File: src/rtl/sram_line_packer.sv
// sram_line_packer: packs WORD_WIDTH input words into LINE_WIDTH lines written to SRAM port A.
// Define SRAM_LINE_PACKER_FLUSH_EN to let flush write a zero-padded partial line.
module sram_line_packer #(
  parameter int LINE_WIDTH = 256,
  parameter int WORD_WIDTH = 32,
  parameter int DEPTH = 64,
  localparam int AW = $clog2(DEPTH),
  localparam int WPL = LINE_WIDTH / WORD_WIDTH,
  localparam int IW = $clog2(WPL)
) (
  input  logic                  clk,
  input  logic                  rst_n,
  input  logic                  start,
  input  logic [AW-1:0]         cfg_base_addr,
  input  logic [AW:0]           cfg_lines,
  input  logic                  in_valid,
  output logic                  in_ready,
  input  logic [WORD_WIDTH-1:0] in_data,
  input  logic                  flush,
  output logic                  sram_enable_a_n,
  output logic                  sram_write_enable_a_n,
  output logic [AW-1:0]         sram_address_a,
  output logic [LINE_WIDTH-1:0] sram_data_a,
  output logic                  busy,
  output logic                  done,
  output logic [AW:0]           lines_written
);
  typedef enum logic [1:0] {IDLE, FILL, WRITE, DONE} state_t;
  state_t state, next;
  logic [IW-1:0] idx;
  logic [AW:0] lines_cfg;
  logic accept, flush_go;
  assign accept = in_valid && in_ready;
`ifdef SRAM_LINE_PACKER_FLUSH_EN
  assign flush_go = flush && (idx != '0 || accept);
`else
  logic flush_unused;
  assign flush_unused = flush;
  assign flush_go = 1'b0;
`endif
  always_comb begin
    next = state;
    unique case (state)
      IDLE:    next = start ? (cfg_lines == '0 ? DONE : FILL) : IDLE;
      FILL:    next = (accept && idx == IW'(WPL - 1)) || flush_go ? WRITE : FILL;
      WRITE:   next = lines_written + 1'b1 == lines_cfg ? DONE : FILL;
      default: next = IDLE;
    endcase
  end
  // Outputs are registered from the next state so they line up with the state they describe.
  always_ff @(posedge clk or negedge rst_n) begin
    if (!rst_n) begin
      state <= IDLE;
      idx <= '0;
      lines_cfg <= '0;
      lines_written <= '0;
      sram_address_a <= '0;
      sram_data_a <= '0;
      in_ready <= 1'b0;
      busy <= 1'b0;
      done <= 1'b0;
      sram_enable_a_n <= 1'b1;
      sram_write_enable_a_n <= 1'b1;
    end else begin
      state <= next;
      in_ready <= next == FILL;
      busy <= next == FILL || next == WRITE;
      done <= next == DONE;
      sram_enable_a_n <= next != WRITE;
      sram_write_enable_a_n <= next != WRITE;
      if (state == IDLE && start) begin
        sram_address_a <= cfg_base_addr;
        lines_cfg <= cfg_lines;
        lines_written <= '0;
        idx <= '0;
        sram_data_a <= '0;
      end
      if (accept) begin
        sram_data_a[idx*WORD_WIDTH +: WORD_WIDTH] <= in_data;
        idx <= idx + 1'b1;
      end
      if (state == WRITE) begin
        sram_data_a <= '0;
        idx <= '0;
        lines_written <= lines_written + 1'b1;
        sram_address_a <= sram_address_a == AW'(DEPTH - 1) ? '0 : sram_address_a + 1'b1;
      end
    end
  end
endmodule
File: config.mk
export PLATFORM = sky130hd
export DESIGN_NAME = sram_line_packer
export DESIGN_NICKNAME = d
export VERILOG_FILES = /design/src/rtl/sram_line_packer.sv
export SDC_FILE = /design/constraint.sdc
export NUM_CORES = 1
export LEC_CHECK = 0
export CAP_MARGIN = 20
export CORE_ASPECT_RATIO = 1.75
export CORE_MARGIN = 3
export CORE_UTILIZATION = 35
export DETAILED_ROUTE_END_ITERATION = 7
export PLACE_DENSITY = 0.67
export SYNTH_ARGS = -nofsm -noshare
export SYNTH_HDL_FRONTEND = slang
export SYNTH_SLANG_ARGS = --single-unit
File: constraint.sdc
create_clock -name clk -period 4.31 [get_ports clk]
set_clock_uncertainty 0.15 [all_clocks]
set_input_delay 0.862 -clock clk [delete_from_list [all_inputs] [get_ports clk]]
set_output_delay 0.862 -clock clk [all_outputs]
set_load 0.02 [all_outputs]
==> metrics.txt <==
Max IR drop VDD ~0.00042 V; routed metal-1 wirelength about 19,000 um; Clock Latency Late Sink between 0.5 and 0.6 ns; synth unique cells 54; first-pass GRT wire length slightly below 80,000 um; dpl hpwl around 35,000 um; CP bufs+invs 3; Critical Setup Path Class reg2reg; worst min path class in2async; Post-synth EDFFs 0; share of cells above drive strength 1 0.0727; Die H ~270 um; TritonCTS clock tree done; Least-Margin Pin Slew approximately 1.0 ns; RSZ-0062 raised after global routing false; max_cap viols 0; commonest cells after routing, fill and taps aside clkdlybuf4s50_1, dfrtp_1, a21oi_1; ys flop type dfrtp_1; register area share after synthesis 0.525; Max-slew headroom 0.306; syn_nets approximately 1,400; register area about 7100 um^2; TritonCTS Buffers 29; Routed wire per std cell about 25 um; diode count 0; Ports 324; CTS Root Cell clkbuf_16; critical path endpoint category flip-flop; nets around 1,700; clk buf depth 3; Total GRT Usage 0.243; Worst path max stage delay slightly above 0.6 ns; DR iter-0 viols just over 1,000; most common cell after layout, fill and taps aside clkdlybuf4s50_1; crit path cell chain inv_1, ha_1, ha_1, o31ai_4, buf_4, nor2_2, buf_12, a21oi_1, nor3_1; drt total wl between 50,000 and 60,000 um; Top delay family on crit path adder cells; first-pass iteration count of the detailed router 5; critical path's most frequent cell ha_1; Sink Count between 200 and 300; Die W around 150 um; Via density between 5 and 6; full die area roughly 41,000 um^2; fillcell total 3,514; IO buf count 322; Clock transition at path regs around 0.06 ns; R2R depth 9; Ys Warns 0; initial antenna violation count 0; r2r setup slk ~0.93 ns; Detail Route Antenna Nets 0; design area 18,000 um^2; DR WL met3 3000 um; critical path's slowest cell dfrtp_1; P_leak between 7 and 8 nW; final worst-path cycle share 0.784; worst endpoint required time 4.62 ns; Cell Area, Synth between 10,000 and 15,000 um^2; H-tree levels 1; CP max FO 25; metal2 WL ~27,000 um; Multi-input gate area 5680 um^2; post-placement cell area 17,100 um^2; status complete, no violations; setup bufs post-CTS 0; cell row count 94; pwr dens between 700 and 800 nW/um^2; largest net degree at the start of global routing about 130; fmax 0.296 GHz; post-CTS sizing 0; asr flop ratio synth 1.00; synthesized flop and latch total about 290; setup violators final 0; final hold violation count 0; fin. max-slew vios 0; Critical Path AT between 3 and 4 ns; synth-to-layout area growth 32.6%; grt total ovfl 0; Core Region around 38,000 um^2; DR top layer met4; Setup crit start kind flip-flop; DRC Markers 0; starting density of the core 0.358; Worst R2R End sram_data_a[62]; vias in the first global route approximately 12,000; final period demand of the worst path between 3 and 4 ns; hold_buf cts 0; worst r2r src idx[0]; setup_tns 0 ns; RePlAce Congestion roughly 0.84; syn avg cell area ~9.8 um^2; Post-Syn Instances around 1,400; via count 12,100
==> report_power, final <==
| part | leakage (nW) | switching, mW | internal, mW |
|---|---|---|---|
| logic | 3.50 | 3.77 | 2.53 |
| clock network | 0.460 | 1.08 | 1.41 |
| registers | 3.83 | 0.625 | 3.58 |
==> layer usage <==
metal	up-vias	GRT usage
li1	5385	-
met1	6086	0.277
met2	521	0.426
met3	138	0.0334
met4	0	0.149
met5	-	0
==> sequential cells by signal, indices dropped and copies added (netlist names) <==
| register | flops |
|---|---|
| busy | 1 |
| done | 1 |
| idx | 3 |
| in_ready | 1 |
| lines_cfg | 7 |
| lines_written | 7 |
| sram_address_a | 6 |
| sram_data_a | 256 |
| sram_write_enable_a_n | 1 |
| state | 2 |
==> kinds of logic after synthesis <==
family / count (synthesis) / synth area share
xor gates and xnor gates: 10 / 0.00644
buffers and inverters: 189 / 0.0634
adders and majority gates: 12 / 0.0110
DFF: 285 / 0.525
muxes: 71 / 0.0530
and+or+nand+nor: 434 / 0.169
AOI/OAI and AO/OA: 381 / 0.172
==> worst max-delay path by stage <==
stage | cells past startpoint | slack, ns | startpoint | endpoint
6_report | 9 | 0.93 | idx[0] | sram_data_a[62]
5_1_grt | 9 | 0.73 | idx[0] | sram_data_a[38]
4_1_cts | 9 | 0.90 | idx[0] | sram_data_a[32]
3_5_place_dp | 9 | 0.92 | idx[0] | sram_data_a[32]
3_3_place_gp | 9 | 1.00 | idx[0] | sram_data_a[32]
2_1_floorplan | 9 | 1.94 | idx[0] | sram_data_a[10]
==> metrics by stage <==
step | power, mW | setup slack [ns] | instances | hold slack (ns) | utilization
final | 13.0 | 0.932 | 2102 | 0.150 | 0.474
after global routing | 13.7 | 0.726 | 2102 | 0.195 | 0.474
after CTS | 13.1 | 0.899 | 2102 | 0.168 | 0.474
after detailed placement | 10.5 | 0.921 | 2050 | 0.369 | 0.450
after global placement | 10.4 | 1.00 | 2050 | 0.364 | 0.450
after floorplan | 7.58 | 1.94 | 1382 | 0.350 | -
==> worst register-to-register path, delay by kind of cell, from the launching register on <==
kind	cells	cell delay (ns)
AO/OA/AOI/OAI	2	0.22
adder cells (fa/ha/maj)	2	0.89
buffers and inverters	3	0.75
AND/OR/NAND/NOR	2	0.65
flip-flops	1	0.62
==> cell usage after synthesis (all sizes together) (3+ instances only) <==
library cell  count  area, um^2
dfrtp           284        7110
a21oi           201        1010
nand3           118         596
nor3            107         562
a211oi          102         766
buf              91         473
clkbuf           84         337
nor2             76         290
and2             65         407
mux2i            63         631
o211ai           45         338
nand3b           33         248
nand2            17        63.8
inv              14        52.6
ha               12         150
o21ai            11        55.1
mux2              8        90.1
xnor2             8        70.1
a31oi             4        25.0
o22ai             3        18.8
==> final cells by class <==
class,instances,area share
Timing Repair Buffer,363,0.202
Sequential cell,285,0.396
Inverter,14,0.00292
Multi-Input combinational cell,908,0.315
Clock buffer,42,0.0469
Clock inverter,10,0.00430
Tap cell,480,0.0333
Note: power is estimated with default switching activity, not from simulation.
